`src/rtl/mem_arbiter.sv`:
```
// Two-port arbiter in front of a single-port memory: registered issue stage, fixed 3-cycle read latency.
// Define MEM_ARB_ROUND_ROBIN_EN for round-robin tie-breaking; otherwise port 0 wins every tie.
module mem_arbiter #(
   parameter int ADDR_WIDTH = 6,
   parameter int DATA_WIDTH = 16
) (
   input  logic                  clk,
   input  logic                  rst,
   input  logic                  req0,
   input  logic                  we0,
   input  logic [ADDR_WIDTH-1:0] addr0,
   input  logic [DATA_WIDTH-1:0] wdata0,
   output logic                  gnt0,
   output logic                  rvalid0,
   output logic [DATA_WIDTH-1:0] rdata0,
   input  logic                  req1,
   input  logic                  we1,
   input  logic [ADDR_WIDTH-1:0] addr1,
   input  logic [DATA_WIDTH-1:0] wdata1,
   output logic                  gnt1,
   output logic                  rvalid1,
   output logic [DATA_WIDTH-1:0] rdata1,
   output logic                  mem_we,
   output logic [ADDR_WIDTH-1:0] mem_addr,
   output logic [DATA_WIDTH-1:0] mem_data,
   input  logic [DATA_WIDTH-1:0] mem_out
);

   typedef enum logic [1:0] {IDLE = 2'd0, ISSUE0 = 2'd1, ISSUE1 = 2'd2} state_t;

   state_t                state_q, state_d;
   logic                  gnt0_q, gnt1_q;
   logic                  mem_we_q;
   logic [ADDR_WIDTH-1:0] mem_addr_q;
   logic [DATA_WIDTH-1:0] mem_data_q;
   logic                  rd_pend_p1_q, rd_own_p1_q;
   logic                  rvalid0_q, rvalid1_q;
   logic [DATA_WIDTH-1:0] rdata0_q, rdata1_q;
   logic                  elig0, elig1, pick1;
`ifdef MEM_ARB_ROUND_ROBIN_EN
   logic                  last1_q;
`endif

   // A port in its own grant cycle is not eligible, so a held request is not issued twice.
   always_comb begin
      elig0 = req0 & ~gnt0_q;
      elig1 = req1 & ~gnt1_q;
`ifdef MEM_ARB_ROUND_ROBIN_EN
      pick1 = elig1 & (~elig0 | ~last1_q);
`else
      pick1 = elig1 & ~elig0;
`endif
      if (pick1) begin
         state_d = ISSUE1;
      end else if (elig0) begin
         state_d = ISSUE0;
      end else begin
         state_d = IDLE;
      end
   end

   always_ff @(posedge clk) begin
      if (rst) begin
         state_q      <= IDLE;
         gnt0_q       <= 1'b0;
         gnt1_q       <= 1'b0;
         mem_we_q     <= 1'b0;
         mem_addr_q   <= '0;
         mem_data_q   <= '0;
         rd_pend_p1_q <= 1'b0;
         rd_own_p1_q  <= 1'b0;
         rvalid0_q    <= 1'b0;
         rvalid1_q    <= 1'b0;
         rdata0_q     <= '0;
         rdata1_q     <= '0;
`ifdef MEM_ARB_ROUND_ROBIN_EN
         last1_q      <= 1'b1;
`endif
      end else begin
         // Issue stage: latch the winner's access; address/data hold while idle.
         state_q <= state_d;
         gnt0_q  <= (state_d == ISSUE0);
         gnt1_q  <= (state_d == ISSUE1);
         case (state_d)
            ISSUE0: begin
               mem_we_q   <= we0;
               mem_addr_q <= addr0;
               mem_data_q <= wdata0;
            end
            ISSUE1: begin
               mem_we_q   <= we1;
               mem_addr_q <= addr1;
               mem_data_q <= wdata1;
            end
            default: mem_we_q <= 1'b0;
         endcase
`ifdef MEM_ARB_ROUND_ROBIN_EN
         if (state_d != IDLE) begin
            last1_q <= (state_d == ISSUE1);
         end
`endif
         // Stage p1: memory is reading; stage p2: capture mem_out into the owner's port.
         rd_pend_p1_q <= (state_q != IDLE) & ~mem_we_q;
         rd_own_p1_q  <= (state_q == ISSUE1);
         rvalid0_q    <= rd_pend_p1_q & ~rd_own_p1_q;
         rvalid1_q    <= rd_pend_p1_q & rd_own_p1_q;
         if (rd_pend_p1_q & ~rd_own_p1_q) begin
            rdata0_q <= mem_out;
         end
         if (rd_pend_p1_q & rd_own_p1_q) begin
            rdata1_q <= mem_out;
         end
      end
   end

   assign gnt0     = gnt0_q;
   assign gnt1     = gnt1_q;
   assign mem_we   = mem_we_q;
   assign mem_addr = mem_addr_q;
   assign mem_data = mem_data_q;
   assign rvalid0  = rvalid0_q;
   assign rvalid1  = rvalid1_q;
   assign rdata0   = rdata0_q;
   assign rdata1   = rdata1_q;

endmodule
```
`config.mk`:
```
export PLATFORM = sky130hd
export DESIGN_NAME = mem_arbiter
export DESIGN_NICKNAME = d
export VERILOG_FILES = /design/src/rtl/mem_arbiter.sv
export SDC_FILE = /design/constraint.sdc
export NUM_CORES = 1
export LEC_CHECK = 0
export CORE_ASPECT_RATIO = 2
export CORE_MARGIN = 4
export CORE_UTILIZATION = 41
export CTS_CLUSTER_DIAMETER = 40
export DETAILED_ROUTE_END_ITERATION = 7
export GPL_TIMING_DRIVEN = 0
export PLACE_DENSITY = 0.84
export SETUP_SLACK_MARGIN = 0.2
export SLEW_MARGIN = 0
export SYNTH_ARGS = -nofsm -noshare
export SYNTH_HDL_FRONTEND = slang
export SYNTH_SLANG_ARGS = --single-unit
export TNS_END_PERCENT = 30
```
`constraint.sdc`:
```
create_clock -name clk -period 2.5 [get_ports clk]
set_clock_uncertainty 0.2 [all_clocks]
set_input_delay 0.25 -clock clk [delete_from_list [all_inputs] [get_ports clk]]
set_output_delay 0.25 -clock clk [all_outputs]
set_load 0.01 [all_outputs]
```
==> results of run 1 <==
area by class of cell:
type                    instances  area [um^2]
clock buffers                  12        155.1
clock inverters                 4        70.07
multi-input cells             202        939.7
fillers                       453         1600
repair buffers                123         1231
flip-flops and latches         61         1221
well taps                      60        75.07
plain buffers                  23        127.6
registers in the layout (all words and copies together), names as in the netlist:
name          count
mem_data         16
rdata0           16
rdata1           16
mem_addr          6
state_q           2
mem_we            1
rd_own_p1_q       1
rd_pend_p1_q      1
rvalid0           1
rvalid1           1
power breakdown:
part / switching [mW] / internal, mW
registers: 0.0258 / 1.02
logic: 0.156 / 0.217
clock network: 0.373 / 0.613
stage by stage:
stage	cell area [um^2]	setup WS, ns	std cells
final	3820	0.7381	485
after global routing	3820	0.7003	485
after CTS	3820	0.7195	485
after detailed placement	3595	0.7211	469
after global placement	3595	0.7627	469
after floorplan	2288	1.182	286
cells by family (layout without fill, tap and decap cells):
family                 count (synthesis)  count (layout)
AND/OR/NAND/NOR                      147             147
flip-flops                            61              61
AO/OA/AOI/OAI                         55              55
buffers and inverters                 23             162
cell usage in the layout, fill, tap and decap left out:
cell type / n
sky130_fd_sc_hd__clkbuf_2: 2
sky130_fd_sc_hd__nor3_1: 2
sky130_fd_sc_hd__nor2_1: 26
sky130_fd_sc_hd__clkbuf_8: 11
sky130_fd_sc_hd__clkinv_2: 2
sky130_fd_sc_hd__nor2b_1: 2
sky130_fd_sc_hd__buf_2: 7
sky130_fd_sc_hd__dfxtp_1: 61
sky130_fd_sc_hd__and2_1: 1
sky130_fd_sc_hd__buf_6: 2
sky130_fd_sc_hd__a311oi_1: 22
sky130_fd_sc_hd__clkdlybuf4s50_1: 123
sky130_fd_sc_hd__nand3_1: 1
sky130_fd_sc_hd__nor3b_1: 1
sky130_fd_sc_hd__buf_4: 4
sky130_fd_sc_hd__bufinv_16: 2
sky130_fd_sc_hd__a21oi_1: 33
sky130_fd_sc_hd__nand2b_2: 1
sky130_fd_sc_hd__clkbuf_1: 9
sky130_fd_sc_hd__nand2b_1: 2
sky130_fd_sc_hd__nand2_1: 110
sky130_fd_sc_hd__and2b_2: 1
path summary, 6_finish.rpt:
check,from,to,slack [ns],depth (start not counted)
hold reg to reg,mem_we$_SDFF_PP0_,rd_pend_p1_q$_SDFF_PP0_,0.23,1
setup reg to reg,rd_pend_p1_q$_SDFF_PP0_,rdata1[6]$_SDFFE_PP0P_,0.93,4
setup / recovery,state_q[0]$_SDFF_PP0_,gnt0,0.74,1
hold / removal,rst,mem_data[1]$_SDFFE_PP0P_,0.12,2
layer usage:
| layer | GRT usage [%] | wire, um | share of wire (%) | up-vias |
|---|---|---|---|---|
| met3 | 7.701 | 634 | 8.9 | 12 |
| li1 | - | - | - | 1220 |
| met4 | 10.13 | 128 | 1.8 | 0 |
| met1 | 18.08 | 2339 | 33 | 1095 |
| met5 | 0 | 0 | 0 | - |
| met2 | 41.24 | 4016 | 56 | 111 |
==> impl_summary.md, run 1 <==
Logic synthesis
The count of mapped cells out of synthesis is ~290. The count of flip-flops with a built-in enable after synthesis is 0. The dominant synthesized flop cell is sky130_fd_sc_hd__dfxtp_1. The largest total area in the synthesized netlist belongs to sky130_fd_sc_hd__dfxtp_1. By count the netlist is led by 110 x sky130_fd_sc_hd__nand2_1, 61 x sky130_fd_sc_hd__dfxtp_1, 33 x sky130_fd_sc_hd__a21oi_1, 26 x sky130_fd_sc_hd__nor2_1, 22 x sky130_fd_sc_hd__a311oi_1. Summing the areas of all fa, ha and maj instances in the mapped netlist gives 0% of the synthesized area. The sequential fraction of the synthesis area is between 50% and 60%. sky130_fd_sc_hd__nand2_1 is the most common cell in the netlist. The mean instance size in the synthesized netlist is 8.002 um^2. The xor/xnor cell area share of the yosys netlist is 0%. After synthesis, the cell types taking the most area are sky130_fd_sc_hd__dfxtp_1 53%, sky130_fd_sc_hd__nand2_1 18%, sky130_fd_sc_hd__a311oi_1 8.4%, sky130_fd_sc_hd__a21oi_1 7.2%, sky130_fd_sc_hd__nor2_1 4.3%.

The number of nets in the synthesized netlist is approximately 350. The number of register bits inferred by synthesis is between 60 and 70. The mapped netlist covers around 0.0023 mm^2. Counting distinct cell types in the post-synthesis netlist gives 18.

The synthesized-area fraction occupied by ao, oa, aoi and oai cells is roughly 16%. The multiplexer area fraction after synthesis is 0%. The share of the synthesized area in the top cell type is ~53%. The Yosys warning count is 0. The largest family of logic cells by synthesized area is simple AND/OR/NAND/NOR gates. The synthesized netlist devotes between 20% and 30% of its cell area to simple gates. Of all flip-flops after synthesis, the portion carrying an async set or reset was 0%.

Die
The width of the die is 60.83 um. The die covers roughly 0.0069 mm^2. During I/O placement, the number of pins put on the boundary was 125. Measured along the y axis, the die boundary spans between 100 and 150 um. The core box area is ~0.0054 mm^2. The starting utilization of the core area is 42.22%.

The cell row count is 38.

STA
The worst hold margin is roughly 0.12 ns. Setup repair after global routing left no endpoint under its margin. The final critical path time including I/O delays and setup is between 1.5 and 2 ns. The worst pin sits at a relative slew slack of roughly two thirds.

The number of pins exceeding their max-slew limit in the final report was 0. The worst path uses 70.48% of the clock period. The actual transition at the worst max-transition pin is 0.4948 ns.

For the final routed database, the setup TNS stands at 0 ns. Timing would allow up to around 570 MHz. The total of endpoints with negative setup slack in the final report is 0. The final count of hold timing violations is 0.

Status
The run finished with clean final reports.

Drt
After the first detailed-routing iteration, the DRC count stood at about 140. The routed wire length per instance is around 15 um. The total DRC errors in the routed layout is 0. The count of antenna-violating nets left after detailed routing is 0.

Dividing the detail-routed via count by the number of cells gives between 5 and 6. Wires add up to about 7100 um. The total via count after detailed routing is 2438. The pre-antenna-repair detailed-routing pass consisted of 4 iterations.

Worst setup path
Walking the worst path, the cells encountered are clkdlybuf4s50_1. At the worst endpoint, the arrival time is ~1.3 ns. The maximum fanout count along the critical path is 5. The worst setup path is launched from a flip-flop. At the worst endpoint, the required time is slightly above 2 ns. The cell at the slowest stage of the critical path is sky130_fd_sc_hd__clkdlybuf4s50_1. STA classifies the critical path endpoint as an output port. The critical setup path kind is reg -> out.

The family of cells with the greatest summed delay on the critical path is buffers and inverters. The delay of the slowest critical-path stage is 0.58 ns. The number of buffers and inverters on the critical path is 1.

Placement
The number of buffers inserted by port buffering is ~120. The congestion estimate from routability-driven global placement came to between 0.7 and 0.8. The wire-length estimate of the detail-placed layout is around 5700 um.

Clock tree
The root buffer cell chosen for the clock tree is sky130_fd_sc_hd__clkbuf_8. The number of hold-repair buffers added at the cts stage is 0. The CTS buffer count is 9. The TritonCTS clock tree is built. Gates resized during post-CTS repair numbered 0.

In this run the number of H-tree levels came out at 3. The clock latency at the later pin of the worst-skew pair is roughly 0.33 ns. The clock sink total is a little over 60. Counting along the longest clock path gives a buffer depth of 2. The buffers inserted during post-CTS setup optimization is 0. The clock edge transition at the registers on the reported setup and hold paths is about 0.06 ns.

Finish
Compared with the post-synthesis result, the final layout area differs by 66.92%. The total inserted antenna cells is 0. Measured on the finished design, the core utilization comes to 70.48%.

The net count of the finished layout is ~490. In the final layout, the share of cells above drive strength 1 is 7.529%.

Pwr
In this run the static leakage power is 1.401 nW. In this run the power density over the cells is ~630 mW/mm^2. The largest vdd supply drop is ~0.54 mV. Total power for the finished layout comes to ~2.4 mW.

Hold path
The type of the most critical hold path is in -> reg.

Global route
Global routing finished with a remaining overflow of 0. Entering global routing, the biggest net connects 11 pins. The initial antenna violation count came to 0.

The wire length of the first global-routing pass is approximately 11000 um. The number of global-route vias before repair is between 2000 and 2500. The overall global routing resource usage is around 22%.

Run
The number of violations of the max-capacitance limit is 0.
Power figures use the tool's default switching activity.
==> run 2, diff against run 1 <==
--- a/config.mk
+++ b/config.mk
@@ -7,11 +7,11 @@
 export LEC_CHECK = 0
 export CORE_ASPECT_RATIO = 2
 export CORE_MARGIN = 4
-export CORE_UTILIZATION = 41
+export CORE_UTILIZATION = 38
 export CTS_CLUSTER_DIAMETER = 40
 export DETAILED_ROUTE_END_ITERATION = 7
 export GPL_TIMING_DRIVEN = 0
-export PLACE_DENSITY = 0.84
+export PLACE_DENSITY = 0.79
 export SETUP_SLACK_MARGIN = 0.2
 export SLEW_MARGIN = 0
 export SYNTH_ARGS = -nofsm -noshare
==> constraint.sdc (replaced) <==
create_clock -name clk -period 1.7 [get_ports clk]
set_clock_uncertainty 0.2 [all_clocks]
set_input_delay 0.17 -clock clk [delete_from_list [all_inputs] [get_ports clk]]
set_output_delay 0.17 -clock clk [all_outputs]
set_load 0.01 [all_outputs]
==> run 2 against run 1 <==
Sequential share of layout area is 0.90 points lower. Critical path depth is the same. Worst setup slack lost 0.61 ns. Combinational power increased by 42%. Via count shrank 1.5%. Register-to-register slack got worse by 0.75 ns. Routed wire length shrank 1.5%. Clock power rose by 84%. Sequential power grew 47%. Hold slack worse by 0.076 ns. Critical path type unchanged. Critical endpoint is now rdata1[6]. Largest power group is now clock.
==> impl_summary.md, run 2 (same netlist as run 1, synthesis figures left out) <==
Status
The run finished with clean final reports.

Drt
The routed wire length per instance is around 14 um. The total DRC errors in the routed layout is 0. The detail route stage leaves a number of antenna-violating nets equal to 0. The total via count after detailed routing is 2402.

For this block, the initial DRC count from the detailed router was between 100 and 150. The number of iterations in the first detailed-routing pass is 5. The final routed wirelength across all metal layers is 7008 um.

The mean number of vias per cell is ~5.

Global route
For this run the aggregate overflow at the end of global routing stands at 0. The number of global-route vias before repair was approximately 2500. The first global-routing pass estimated about 12000 um of wire. The largest net degree at the start of global routing is 11. The initial antenna violation count was 0. Global routing consumed, over all layers together, between 10% and 20% of the routing resources.

Pwr
Net switching is 21.60% of the power. Per report_power, the sequential group accounts for between 30% and 40% of the total. For this design the ratio of total power to cell area is 985.4 mW/mm^2. The internal power of the cells is about 3.0 mW.

Summed over all cells, the static leakage comes to approximately 1.8 nW. The net switching power is 0.8374 mW. The clock network accounts for a little under half of the total power. The largest vdd supply drop is 0.6325 mV.

Combinational logic burns between 10% and 20% of the power.

Clock tree
The buffers inserted during post-CTS setup optimization is 0. The TritonCTS clock tree is built. The clock edge transition at the registers on the reported setup and hold paths is ~0.050 ns. The deepest clock path buffer count is 2.

At the later pin of the worst-skew pair, clock insertion delay measures 0.32 ns. Counting every sink on the clock net gives 61. The total number of H-tree levels is 3. After clock tree synthesis, the flow added hold-fix buffers numbering 0.

The total of cells resized after clock tree synthesis is 18. The root buffer cell chosen for the clock tree is sky130_fd_sc_hd__clkbuf_16. TritonCTS created 9 clock buffers.

Die
Row generation in the floorplan step produced 39 rows. The area enclosed by the die boundary is about 0.0074 mm^2. The number of top-level pins is about 130.

Measured along the x axis, the die boundary spans 62.88 um. The core box area is 0.005758 mm^2. The die is 117.7 um tall. Once the floorplan was initialized, standard cells occupied 39.74% of the core.

Worst setup path
The cell at the slowest stage of the critical path is sky130_fd_sc_hd__clkdlybuf4s50_1. The family of cells with the greatest summed delay on the critical path is buffers and inverters. Counting both buffers and inverters, the worst setup path holds a total of 1. STA classifies the critical path endpoint as an output port. Along the worst path, the maximum fanout reaches 2. At the worst endpoint, the required time is around 1.3 ns. Walking the worst path, the cells encountered are clkdlybuf4s50_1. By startpoint and endpoint, the worst setup path is classified as reg -> out. On the worst path, the slowest cell contributes a delay of ~0.55 ns. The arrival time at the worst endpoint is roughly 1.2 ns.

The worst setup path is launched from a flip-flop.

Finish
The repair_antennas step left the layout with diodes totalling 0. The final layout contains approximately 490 nets. The most common cell after layout, fill and taps aside is sky130_fd_sc_hd__nand2_1. The total of fill cells in the finished design is between 400 and 500. Compared with the post-synthesis result, the final layout area differs by 71.95%. In the layout the commonest cells are 110 x sky130_fd_sc_hd__nand2_1, 86 x sky130_fd_sc_hd__clkdlybuf4s50_1, 60 x sky130_fd_sc_hd__dfxtp_1. The proportion of layout cells with a drive suffix above 1 is 7.565%.

Placement
The global placement routability congestion is 0.7709. The worst setup slack after placement is approximately 0.0038 ns. After legalization and detailed placement, the total HPWL measured approximately 5500 um. The number of buffers inserted by port buffering is between 100 and 150.

STA
The final count of hold timing violations is 0. The fmax is between 600 and 700 MHz. The final critical path time including I/O delays and setup is between 1.5 and 2 ns. The final sum of negative setup slack is 0 ns.

The actual transition at the worst max-transition pin is a little over 0.5 ns. Setup repair after global routing could not meet its margin everywhere. The final critical path takes up a little over 90% of the cycle. Once routing completed, OpenROAD measured the worst setup slack at between 0.1 and 0.15 ns. The number of pins exceeding their max-slew limit in the final report is 0.

Final hold analysis gives a worst-case slack of between 0.04 and 0.05 ns. In this run the tightest slew margin relative to its limit is between 60% and 70%. Setup violations remaining at the end of the flow were counted as 0.

Hold path
The worst hold path belongs to the class in -> reg.

Run
The number of violations of the max-capacitance limit is 0.
[run 2: cell types whose count changed in the layout (fill, tap and decap cells not counted), moves of 2 or more]
cell	before	now
sky130_fd_sc_hd__clkdlybuf4s50_1	123	86
sky130_fd_sc_hd__dlymetal6s2s_1	0	19
sky130_fd_sc_hd__dlygate4sd2_1	0	18
sky130_fd_sc_hd__clkbuf_16	0	9
sky130_fd_sc_hd__clkbuf_8	11	3
sky130_fd_sc_hd__clkinv_2	2	0
[run 2: layout make-up]
type | instances | area, um^2 | share of cell area, %
flip-flops and latches | 61 | 1222 | 31.07
multi-input cells | 202 | 945.9 | 24.04
clock buffers | 13 | 270.3 | 6.868
well taps | 61 | 76.32 | 1.940
clock inverters | 1 | 30.03 | 0.7631
plain buffers | 23 | 133.9 | 3.402
repair buffers | 123 | 1256 | 31.92
[run 2: path summary, 6_finish.rpt]
kind                              end  cells after the start  slack [ns]                   start
max                         rdata1[6]                      1        0.13  rdata1[6]$_SDFFE_PP0P_
min          mem_data[1]$_SDFFE_PP0P_                      2        0.04                     rst
max reg2reg   rdata1[13]$_SDFFE_PP0P_                      4        0.18  rd_own_p1_q$_SDFF_PP0_
min reg2reg   rd_pend_p1_q$_SDFF_PP0_                      1        0.22       mem_we$_SDFF_PP0_
[run 2: through the flow]
| step | power [mW] | cell area (um^2) | cells | utilization [%] |
|---|---|---|---|---|
| after floorplan | 1.774 | 2288 | 286 | - |
| after global placement | 2.109 | 3596 | 470 | 62.45 |
| after detailed placement | 2.117 | 3596 | 470 | 62.45 |
| after CTS | 3.925 | 3874 | 484 | 67.28 |
| after global routing | 4.073 | 3935 | 484 | 68.34 |
| final | 3.878 | 3935 | 484 | 68.34 |
[run 2: power groups by stage]
stage / Combinational [mW] / Clock, mW / Sequential, mW
after global placement: 0.542 / 0 / 1.57
after detailed placement: 0.548 / 0 / 1.57
after floorplan: 0.176 / 0 / 1.60
after global routing: 0.573 / 1.95 / 1.55
after CTS: 0.537 / 1.85 / 1.54
final: 0.528 / 1.81 / 1.54
[run 2: layer usage]
layer	global-route usage [%]	part of all wire (%)	wire length (um)
met5	0	0	0
met4	9.682	2.1	146
met3	8.023	7.6	531
met2	36.73	55	3888
met1	18.18	35	2441
==> run 3, diff against run 2 <==
--- a/config.mk
+++ b/config.mk
@@ -6,10 +6,10 @@
 export NUM_CORES = 1
 export LEC_CHECK = 0
 export CORE_ASPECT_RATIO = 2
-export CORE_MARGIN = 4
 export CORE_UTILIZATION = 38
 export CTS_CLUSTER_DIAMETER = 40
 export DETAILED_ROUTE_END_ITERATION = 7
+export GPL_ROUTABILITY_DRIVEN = 1
 export GPL_TIMING_DRIVEN = 0
 export PLACE_DENSITY = 0.79
 export SETUP_SLACK_MARGIN = 0.2
==> run 3 against run 2 <==
The run now ends with DRC left. Maximum frequency fell by 0.14%. First-iteration DRC count down 11%. Power up 4.3%. Design area rose by 0.70%. Critical path depth did not move. Hold slack better by 0.0017 ns. Final cell count up 0.41%. Largest cell class unchanged. Highest routed layer unchanged.
==> impl_summary.md, run 3 (same netlist as run 1, synthesis figures left out) <==
Placement
The global placement routability congestion is 0.7758. The worst setup slack after placement is -0.02114 ns. The area after detailed placement is 0.003596 mm^2.

The number of buffers inserted by port buffering is 123. The HPWL after detailed placement is approximately 5200 um.

Worst setup path
The critical setup path kind is reg -> out. The slowest stage of the critical path is the sky130_fd_sc_hd__clkdlybuf4s50_1 cell. The terminus of the critical flop-to-flop path is mem_addr[3]$_SDFFE_PP0P_. The maximum fanout count along the critical path is 2.

The arrival time at the worst endpoint is roughly 1.2 ns. Tracing the worst setup path back leads to its startpoint at rdata1[3]$_SDFFE_PP0P_. In this run the number of cells on the critical path is 1.

Counting both buffers and inverters, the worst setup path holds a total of 1. The reg-to-reg startpoint is state_q[1]$_SDFF_PP0_. The worst reg2reg path depth is 4.

The critical path startpoint category is a flip-flop. The largest single stage delay on the critical path is 0.55 ns. The family of cells with the greatest summed delay on the critical path is buffers and inverters.

STA classifies the critical path endpoint as an output port. The data required time at the worst endpoint is about 1.3 ns. Across all register-to-register paths, the minimum setup slack is roughly 0.24 ns. The endpoint of the most critical setup path is rdata1[3]. The critical path goes through clkdlybuf4s50_1.

Finish
The final instance area is 0.003963 mm^2. The signed area change from the synthesized netlist to the final layout is 73.15%. 0 antenna diodes ended up in the layout. After filler insertion, the fill cell instance count of the layout stands at approximately 480. The library cell used most frequently in the layout, excluding fill and tap cells, is sky130_fd_sc_hd__nand2_1. The final net count is 486. The library cells used most frequently in the layout, excluding fill and tap cells, are 110 x sky130_fd_sc_hd__nand2_1, 92 x sky130_fd_sc_hd__clkdlybuf4s50_1, 60 x sky130_fd_sc_hd__dfxtp_1. The proportion of layout cells with a drive suffix above 1 is around 8.5%. The utilization of the core after routing is just under 70%.

Drt
The starting DRC count in detailed routing is between 90 and 100. The count of antenna-violating nets left after detailed routing is 0. The mean number of vias per cell is 4.977. The final routed wirelength across all metal layers is 6803 um. In the final routed layout, each cell accounts on average for 14.00 um.

In the routed design, unresolved DRC markers number 18. The number of iterations in the first detailed-routing pass is 6. The routed layout has 2419 vias.

Hold path
The type of the most critical hold path is in -> reg.

Die
Measured along the x axis, the die boundary spans ~57 um. The floorplan step defined a core boundary enclosing between 0.005 and 0.006 mm^2. The floorplan step defined a die boundary enclosing between 0.006 and 0.007 mm^2. The cell row count is 39.

The chip height is about 110 um. The number of top-level pins is around 130. The starting utilization of the core area is roughly two fifths.

Run
The tool flagged a number of max-cap violations equal to 0.

STA
Counting I/O delays and the setup requirement, the final critical path takes 1.569 ns. The total of endpoints with negative setup slack in the final report is 0. Hold is met by approximately 0.046 ns.

The fraction of the cycle the final worst path needs is ~92%. The final worst setup slack is between 0.1 and 0.15 ns. At the pin with the least slew margin, the transition time is roughly 0.52 ns.

The number of pins exceeding their max-slew limit in the final report came to 0. Setup repair after global routing could not meet its margin everywhere. Timing would allow up to approximately 640 MHz. In this run the tightest slew margin relative to its limit is 65.23%. The final count of hold timing violations is 0. The final sum of negative setup slack is 0 ns.

Clock tree
The clock sink total is 61. The number of hold buffers added after CTS was 0. The clock passes through at most 2 buffers. The library cell used as clock root buffer is sky130_fd_sc_hd__clkbuf_16.

The total number of H-tree levels is 3. TritonCTS built the clock tree. The CTS buffer count is 9. After clock tree synthesis, the clock-pin slew on the worst setup and hold paths is ~0.050 ns. The clock reaches the later pin of the worst-skew pair after 0.32 ns. In this run the post-CTS setup repair buffer count came out at 0.

Pwr
The analysis attributes to cell leakage a power of 1.749 nW. Across the VDD grid, the largest voltage drop is around 0.66 mV. For this design the ratio of total power to cell area is 1021 mW/mm^2.

Global route
The largest net degree at the start of global routing is 11. The overall global routing resource usage is between 20 and 25%. The number of global-route vias before repair is 2511.

The first global-routing pass estimated ~11000 um of wire. The initial antenna violation count came to 0. The sum of overflow across all layers after global routing is 0.

Status
The checks that failed: DRC. The run finished, with violations left.
## run 3: cell type report
type / instances / area [um^2] / area share, %
Clock buffer: 12 / 256.5 / 6.473
Multi-Input combinational cell: 202 / 957.2 / 24.16
Clock inverter: 4 / 70.07 / 1.768
Timing Repair Buffer: 123 / 1245 / 31.42
Tap cell: 61 / 76.32 / 1.926
Buffer: 23 / 135.1 / 3.410
Sequential cell: 61 / 1222 / 30.85
## run 3: repair_timing
action                     in CTS  in global routing
setup endpoints to repair      60                 71
cloned                          0                  0
gates resized for setup        18                 22
## run 3: power breakdown
| part | leakage [nW] | switching (mW) | internal, mW |
|---|---|---|---|
| Combinational | 1.09 | 0.233 | 0.302 |
| Sequential | 0.500 | 0.0359 | 1.50 |
| Clock | 0.163 | 0.614 | 1.36 |
| Total | 1.75 | 0.882 | 3.16 |
## run 3: how the worst min path moves through the flow
stage,endpoint,cells after the start,startpoint,slack (ns)
detailed placement,rd_pend_p1_q$_SDFF_PP0_,1,mem_we$_SDFF_PP0_,0.23
global route,mem_data[1]$_SDFFE_PP0P_,2,rst,0.1
CTS,mem_data[1]$_SDFFE_PP0P_,2,rst,0.05
global placement,rd_pend_p1_q$_SDFF_PP0_,1,mem_we$_SDFF_PP0_,0.22
floorplan,rdata0[0]$_SDFFE_PP0P_,2,mem_out[0],0.11
finish,mem_data[1]$_SDFFE_PP0P_,2,rst,0.05
## run 3: through the flow
step	power [mW]	instances
finish	4.044	486
detailed placement	2.116	470
global route	4.190	486
CTS	4.075	486
floorplan	1.774	286
global placement	2.109	470
## run 3: routing by layer
layer,routed length [um],GRT usage (%)
met4,136,9.919
met3,351,6.504
met5,0,0
met2,3917,43.89
met1,2398,20.69
